--- src/rtl/mem_access_stage_pkg.sv ---
// Shared definitions for the memory-access stage: flag codes, FSM encoding,
// datapath width and the default acknowledge timeout.
package mem_access_stage_pkg;

  localparam int DATA_W = 32;
  localparam int unsigned ACK_TIMEOUT_DFLT = 16;

  typedef enum logic [2:0] {
    NOT_ACTIVED = 3'b000,
    EQUAL       = 3'b001,
    EXCEPTION   = 3'b010,
    OVERFLOW    = 3'b011,
    UNDERFLOW   = 3'b100,
    ABOVE       = 3'b101
  } flag_e;

  typedef enum logic {
    IDLE   = 1'b0,
    ACCESS = 1'b1
  } state_e;

endpackage

--- src/rtl/mem_access_stage_if.sv ---
// Data-memory request/acknowledge port; the stage is the master, the memory
// the slave. Request fields stay stable until ack.
interface mem_access_stage_if;
  import mem_access_stage_pkg::*;

  logic              req;
  logic              we;
  logic [DATA_W-1:0] addr;
  logic [DATA_W-1:0] wdata;
  logic              ack;
  logic [DATA_W-1:0] rdata;

  modport master (output req, we, addr, wdata, input ack, rdata);
  modport slave  (input req, we, addr, wdata, output ack, rdata);
endinterface

--- src/rtl/mem_timeout_counter.sv ---
// Counts consecutive cycles with run high; expired flags the LIMIT-th such
// cycle. Built only when MEM_TIMEOUT_EN is defined.
module mem_timeout_counter #(
  parameter int unsigned LIMIT = 16
) (
  input  logic clock,
  input  logic reset,
  input  logic run,
  output logic expired
);

  localparam int CNT_W = $clog2(LIMIT + 1);

  logic [CNT_W-1:0] cnt_p0;

  always_ff @(posedge clock) begin
    if (!reset) begin
      cnt_p0 <= '0;
    end else if (run) begin
      cnt_p0 <= cnt_p0 + 1'b1;
    end else begin
      cnt_p0 <= '0;
    end
  end

  // cnt_p0 holds the number of completed wait cycles, so LIMIT-1 marks the last one
  assign expired = run && (cnt_p0 == CNT_W'(LIMIT - 1));

endmodule

--- src/rtl/mem_access_stage.sv ---
// Memory stage: registers ALU results, performs word loads/stores over the
// dmem port and emits one write-back beat per instruction. MEM_TIMEOUT_EN
// adds an acknowledge timeout that reports an exception.
module mem_access_stage
  import mem_access_stage_pkg::*;
#(
  parameter int unsigned ACK_TIMEOUT = ACK_TIMEOUT_DFLT
) (
  input  logic              clock,
  input  logic              reset,
  input  logic              ex_valid,
  output logic              ex_ready,
  input  logic [DATA_W-1:0] ex_result,
  input  logic [DATA_W-1:0] ex_store_data,
  input  logic [2:0]        ex_flag,
  input  logic              ex_branch,
  input  logic [4:0]        ex_rd,
  input  logic              ex_reg_write,
  input  logic              ex_mem_read,
  input  logic              ex_mem_write,
  input  logic              flush,
  mem_access_stage_if.master dmem,
  output logic              wb_valid,
  output logic [DATA_W-1:0] wb_data,
  output logic [4:0]        wb_rd,
  output logic              wb_reg_write,
  output logic [2:0]        wb_flag,
  output logic              wb_branch
);

  state_e state_q, state_d;

  logic accept;
  logic mem_op;
  logic misaligned;
  logic timeout;
  logic ex_ready_c;
  logic dmem_req_c;

  logic              req_we_p0;
  logic [DATA_W-1:0] req_addr_p0;
  logic [DATA_W-1:0] req_wdata_p0;
  logic [4:0]        pend_rd_p0;
  logic              pend_reg_write_p0;
  logic [2:0]        pend_flag_p0;
  logic              pend_branch_p0;

  logic              vld_p1;
  logic [DATA_W-1:0] wb_data_p1;
  logic [4:0]        wb_rd_p1;
  logic              wb_reg_write_p1;
  logic [2:0]        wb_flag_p1;
  logic              wb_branch_p1;

  assign mem_op     = ex_mem_read | ex_mem_write;
  assign misaligned = |ex_result[1:0];
  assign accept     = ex_valid & ex_ready_c & ~flush;

`ifdef MEM_TIMEOUT_EN
  mem_timeout_counter #(.LIMIT(ACK_TIMEOUT)) u_timeout (
    .clock   (clock),
    .reset   (reset),
    .run     (state_q == ACCESS),
    .expired (timeout)
  );
`else
  // Feature compiled out: the access waits for ack indefinitely
  assign timeout = 1'b0 & (ACK_TIMEOUT != 0);
`endif

  always_ff @(posedge clock) begin
    if (!reset) begin
      state_q <= IDLE;
    end else begin
      state_q <= state_d;
    end
  end

  always_comb begin
    state_d = state_q;
    case (state_q)
      IDLE:    if (accept && mem_op && !misaligned) state_d = ACCESS;
      ACCESS:  if (dmem.ack || timeout)             state_d = IDLE;
      default: state_d = IDLE;
    endcase
  end

  always_comb begin
    ex_ready_c = 1'b0;
    dmem_req_c = 1'b0;
    case (state_q)
      IDLE:    ex_ready_c = 1'b1;
      ACCESS:  dmem_req_c = 1'b1;
      default: ex_ready_c = 1'b0;
    endcase
  end

  // ---- p0: request capture; a read+write op is issued as a read ----
  always_ff @(posedge clock) begin
    if (!reset) begin
      req_we_p0    <= 1'b0;
      req_addr_p0  <= '0;
      req_wdata_p0 <= '0;
    end else if (accept && mem_op && !misaligned) begin
      req_we_p0    <= ex_mem_write & ~ex_mem_read;
      req_addr_p0  <= ex_result;
      req_wdata_p0 <= ex_store_data;
    end
  end

  always_ff @(posedge clock) begin
    if (accept && mem_op) begin
      pend_rd_p0        <= ex_rd;
      pend_reg_write_p0 <= ex_reg_write;
      pend_flag_p0      <= ex_flag;
      pend_branch_p0    <= ex_branch;
    end
  end

  // ---- p1: write-back beat ----
  always_ff @(posedge clock) begin
    if (!reset) begin
      vld_p1          <= 1'b0;
      wb_data_p1      <= '0;
      wb_rd_p1        <= '0;
      wb_reg_write_p1 <= 1'b0;
      wb_flag_p1      <= '0;
      wb_branch_p1    <= 1'b0;
    end else begin
      vld_p1 <= 1'b0;
      if (accept && (!mem_op || misaligned)) begin
        vld_p1          <= 1'b1;
        wb_data_p1      <= ex_result;
        wb_rd_p1        <= ex_rd;
        wb_branch_p1    <= ex_branch;
        wb_reg_write_p1 <= mem_op ? 1'b0 : ex_reg_write;
        wb_flag_p1      <= mem_op ? EXCEPTION : ex_flag;
      end else if ((state_q == ACCESS) && (dmem.ack || timeout)) begin
        vld_p1       <= 1'b1;
        wb_rd_p1     <= pend_rd_p0;
        wb_branch_p1 <= pend_branch_p0;
        // ack in the expiry cycle still completes normally
        if (dmem.ack) begin
          wb_data_p1      <= req_we_p0 ? req_addr_p0 : dmem.rdata;
          wb_reg_write_p1 <= req_we_p0 ? 1'b0 : pend_reg_write_p0;
          wb_flag_p1      <= pend_flag_p0;
        end else begin
          wb_data_p1      <= req_addr_p0;
          wb_reg_write_p1 <= 1'b0;
          wb_flag_p1      <= EXCEPTION;
        end
      end
    end
  end

  assign ex_ready     = ex_ready_c;
  assign dmem.req     = dmem_req_c;
  assign dmem.we      = req_we_p0;
  assign dmem.addr    = req_addr_p0;
  assign dmem.wdata   = req_wdata_p0;
  assign wb_valid     = vld_p1;
  assign wb_data      = wb_data_p1;
  assign wb_rd        = wb_rd_p1;
  assign wb_reg_write = wb_reg_write_p1;
  assign wb_flag      = wb_flag_p1;
  assign wb_branch    = wb_branch_p1;

endmodule
--- src/flat_wrapper.sv ---
// flat-port wrapper written by rule: the top's interface ports become plain ports
module mem_access_stage_flat import mem_access_stage_pkg::*;
#(
  parameter int unsigned ACK_TIMEOUT = ACK_TIMEOUT_DFLT
)
  (clock, reset, ex_valid, ex_ready, ex_result, ex_store_data, ex_flag, ex_branch, ex_rd, ex_reg_write, ex_mem_read, ex_mem_write, flush, wb_valid, wb_data, wb_rd, wb_reg_write, wb_flag, wb_branch, dmem_req, dmem_we, dmem_addr, dmem_wdata, dmem_ack, dmem_rdata);
  mem_access_stage_if dmem_i ();
  input  logic clock;
  input  logic reset;
  input  logic ex_valid;
  output logic ex_ready;
  input  logic [DATA_W-1:0] ex_result;
  input  logic [DATA_W-1:0] ex_store_data;
  input  logic [2:0] ex_flag;
  input  logic ex_branch;
  input  logic [4:0] ex_rd;
  input  logic ex_reg_write;
  input  logic ex_mem_read;
  input  logic ex_mem_write;
  input  logic flush;
  output logic wb_valid;
  output logic [DATA_W-1:0] wb_data;
  output logic [4:0] wb_rd;
  output logic wb_reg_write;
  output logic [2:0] wb_flag;
  output logic wb_branch;
  output wire logic [$bits(dmem_i.req)-1:0] dmem_req;
  output wire logic [$bits(dmem_i.we)-1:0] dmem_we;
  output wire logic [$bits(dmem_i.addr)-1:0] dmem_addr;
  output wire logic [$bits(dmem_i.wdata)-1:0] dmem_wdata;
  input wire logic [$bits(dmem_i.ack)-1:0] dmem_ack;
  input wire logic [$bits(dmem_i.rdata)-1:0] dmem_rdata;
  assign dmem_req = dmem_i.req;
  assign dmem_we = dmem_i.we;
  assign dmem_addr = dmem_i.addr;
  assign dmem_wdata = dmem_i.wdata;
  assign dmem_i.ack = dmem_ack;
  assign dmem_i.rdata = dmem_rdata;
  mem_access_stage #(.ACK_TIMEOUT(ACK_TIMEOUT)) u_core (.clock(clock), .reset(reset), .ex_valid(ex_valid), .ex_ready(ex_ready), .ex_result(ex_result), .ex_store_data(ex_store_data), .ex_flag(ex_flag), .ex_branch(ex_branch), .ex_rd(ex_rd), .ex_reg_write(ex_reg_write), .ex_mem_read(ex_mem_read), .ex_mem_write(ex_mem_write), .flush(flush), .dmem(dmem_i), .wb_valid(wb_valid), .wb_data(wb_data), .wb_rd(wb_rd), .wb_reg_write(wb_reg_write), .wb_flag(wb_flag), .wb_branch(wb_branch));
endmodule
--- config.mk ---
export PLATFORM = sky130hd
export DESIGN_NAME = mem_access_stage_flat
export DESIGN_NICKNAME = d
export VERILOG_FILES = /design/src/rtl/mem_access_stage_pkg.sv /design/src/rtl/mem_access_stage_if.sv /design/src/rtl/mem_timeout_counter.sv /design/src/rtl/mem_access_stage.sv /design/src/flat_wrapper.sv
export SDC_FILE = /design/constraint.sdc
export NUM_CORES = 1
export LEC_CHECK = 0
export BUFFER_PORTS_ARGS = -buffer_cell sky130_fd_sc_hd__buf_2
export CORE_UTILIZATION = 50
export DETAILED_ROUTE_END_ITERATION = 8
export PLACE_DENSITY = 0.85
export RECOVER_POWER = 100
export SYNTH_ARGS = -nofsm -noshare
export SYNTH_HDL_FRONTEND = slang
export SYNTH_SLANG_ARGS = --single-unit
--- constraint.sdc ---
create_clock -name clock -period 5.8 [get_ports clock]
set_input_delay 0.58 -clock clock [delete_from_list [all_inputs] [get_ports clock]]
set_output_delay 0.58 -clock clock [all_outputs]
set_load 0.02 [all_outputs]
==> impl_metrics.json <==
{
  "status": "complete, but fails checks",
  "violations": "max-capacitance violations, max-slew violations",
  "relSlewSlack_pct": -71.5,
  "cts_made_buffers": 17,
  "maxSlewViolCount": 90,
  "netlist_top_cells_area": "dfxtp_1 (47%), nand2_1 (9.0%), a21oi_1 (7.1%)",
  "grt_max_degree": 96,
  "clk_pin_slew_ps": 60,
  "placed_cells": 832,
  "drtAntennaViolNets": 0,
  "grt_first_pass_wirelength_um": 21600,
  "total_power_mw": 2.06,
  "synth_flop_cell": "dfxtp_1",
  "die-area_um2": 9740,
  "first_iter_violations": 215,
  "end_kind": "register",
  "setup_viol": 0,
  "core_area_um2": 8890,
  "peakVddDrop_mv": 0.212,
  "tritoncts": "done",
  "layout-drive-gt1-share_pct": 19.3,
  "async_reset_ff_share_pct": 0,
  "nets": 856,
  "fin_cells": 864,
  "worstPathMaxFanout": 53,
  "p_leak_nw": 2.31,
  "wl_per_cell_um": 15.7,
  "io_buffer_count": 222,
  "die_height_um": 98.7,
  "routed_wl_um": 13600,
  "required_ps": 6180,
  "synth_top_area_cell": "dfxtp_1",
  "power_density_nw_per_um2": 334,
  "arrival_ps": 3810,
  "worst_skew_pair.late_latency_ps": 500,
  "synth_top_area_share_pct": 46.7,
  "htree_levels": 4,
  "root_buffer": "clkbuf_8",
  "tightest_slew_ps": 2570,
  "hold_class": "input port to register",
  "rsz0062_at_grt": "no",
  "yosys-top-cells-count": "nand2_1 (112), dfxtp_1 (109), a21oi_1 (66)",
  "first_global_vias": 4616,
  "die_w_um": 98.7,
  "n_fill_cell": 744,
  "antenna_found_initial": 0,
  "hold_buffers": 0,
  "synth_edf_count": 10,
  "drcViolationCount": 0,
  "ys_seq_area_share_pct": 53.1,
  "num_vias": 4778,
  "critPathMaxStageDelay_ps": 1850,
  "drt-pass1-iter-count": 7,
  "max-clock-path-buffers": 2,
  "synth_area_um2": 4680,
  "critical_path_class": "register to register",
  "netlist_instances": 543,
  "start_kind": "register",
  "crit_chain": "nor3b_1, o31ai_4, clkbuf_1, o21ai_0, a221oi_1",
  "start_util_pct": 52.6,
  "synth.distinct_cells": 32,
  "rrSetupSlack_ps": 2370,
  "crit_buf_inv": 1,
  "diodes": 0,
  "critical_path.top_delay_family": "buffers and inverters",
  "fin_worst_skew_ps": 4.40,
  "gp_congestion": 0.778,
  "synth_warnings": 0,
  "ios": 223,
  "cp_slowest_cell": "clkbuf_1",
  "maxCapViolCount": 2,
  "fp-row-count": 34,
  "hold_viol": 0,
  "ys_ff_latch": 119,
  "via_per_inst": 5.53,
  "grt.overflow.total": 0,
  "synth.most_common_cell": "nand2_1",
  "cts-resized-gates": 0,
  "syn_avg_cell_area_um2": 8.61,
  "dp_hpwl_um": 8960,
  "post-cts-setup-buffers": 0,
  "area_delta_synth_final_pct": 32.0,
  "fin_crit_sh_pct": 59.1,
  "synth_nets": 656,
  "fin_setup_tns_ps": 0,
  "cts_sinks": 119,
  "post-route-min-period_ps": 3430,
  "fmaxAchievable_mhz": 292,
  "grt_usage_pct": 27.9
}
per-layer routing:
metal	track usage, %	routed length [µm]
met5	0	0
met4	12.1	322
met3	7.59	1060
met2	48.2	6640
met1	32.6	5530
logic make-up (layout without fill, tap and decap cells):
family	Yosys count	after routing	share of synthesized area, %
and+or+nand+nor	197	197	17.4
AOI/OAI and AO/OA	146	146	17.7
DFF	119	119	53.1
buffers and inverters	49	262	4.95
muxes	32	32	6.88
cell type report:
type / instances / area [µm²] / area share (%)
Sequential cell: 119 / 2480 / 40.2
Multi-Input combinational cell: 375 / 1980 / 32.1
Timing Repair Buffer: 227 / 1000 / 16.2
Clock buffer: 18 / 418 / 6.77
Clock inverter: 14 / 150 / 2.43
Tap cell: 108 / 135 / 2.19
Inverter: 3 / 11.3 / 0.182
registers in the layout, summed over array words and instances (netlist names):
name	flops
u_core.dmem.addr	32
u_core.dmem.wdata	32
u_core.wb_data	32
u_core.pend_rd_p0	5
u_core.wb_rd	5
u_core.pend_flag_p0	3
u_core.wb_flag	3
u_core.dmem.we	1
u_core.pend_branch_p0	1
u_core.pend_reg_write_p0	1
u_core.state_q	1
u_core.wb_branch	1
u_core.wb_reg_write	1
u_core.wb_valid	1
worst paths after layout:
| check | startpoint | end | cells after the start |
|---|---|---|---|
| max | u_core.state_q$_SDFF_PN0_ | u_core.wb_flag[0]$_SDFFE_PN0P_ | 5 |
| min reg2reg | u_core.dmem.wdata[15]$_SDFFE_PN0P_ | u_core.dmem.wdata[15]$_SDFFE_PN0P_ | 2 |
| max reg2reg | u_core.state_q$_SDFF_PN0_ | u_core.wb_flag[0]$_SDFFE_PN0P_ | 5 |
| min | ex_rd[1] | u_core.pend_rd_p0[1]$_DFFE_PP_ | 1 |
stage by stage:
step / hold slack (ps) / util (%) / worst slack, ps / area (µm²)
floorplan: 515 / - / 3610 / 4680
detailed placement: 444 / 64.8 / 3070 / 5760
finish: 279 / 69.5 / 2370 / 6180
global placement: 440 / 64.8 / 3170 / 5760
CTS: 257 / 71.2 / 3280 / 6330
global route: 253 / 69.5 / 2100 / 6180
report_power, final:
| part | switching [mW] | internal (mW) | total [mW] | leakage (nW) |
|---|---|---|---|---|
| Combinational | 0.120 | 0.0686 | 0.189 | 1.06 |
| Sequential | 0.0189 | 0.859 | 0.878 | 0.978 |
| Clock | 0.383 | 0.614 | 0.998 | 0.276 |
layout by cell type (no fill, tap or decap), types with 2 or more instances in the layout:
cell	instances
edfxtp_1	10
inv_6	2
o22ai_1	30
and3_1	3
mux2i_1	31
clkbuf_16	16
inv_1	3
a21oi_1	66
nand2_1	111
nor3_1	2
o21ai_0	35
a211oi_1	3
inv_4	2
nor2_1	43
nand3_1	31
clkinv_4	4
dfxtp_1	109
buf_2	106
clkbuf_1	118
buf_4	4
a311oi_1	6
clkinv_2	2
clkinvlp_4	2
a221oi_1	3
bufinv_16	2
Power figures use the tool's default switching activity.
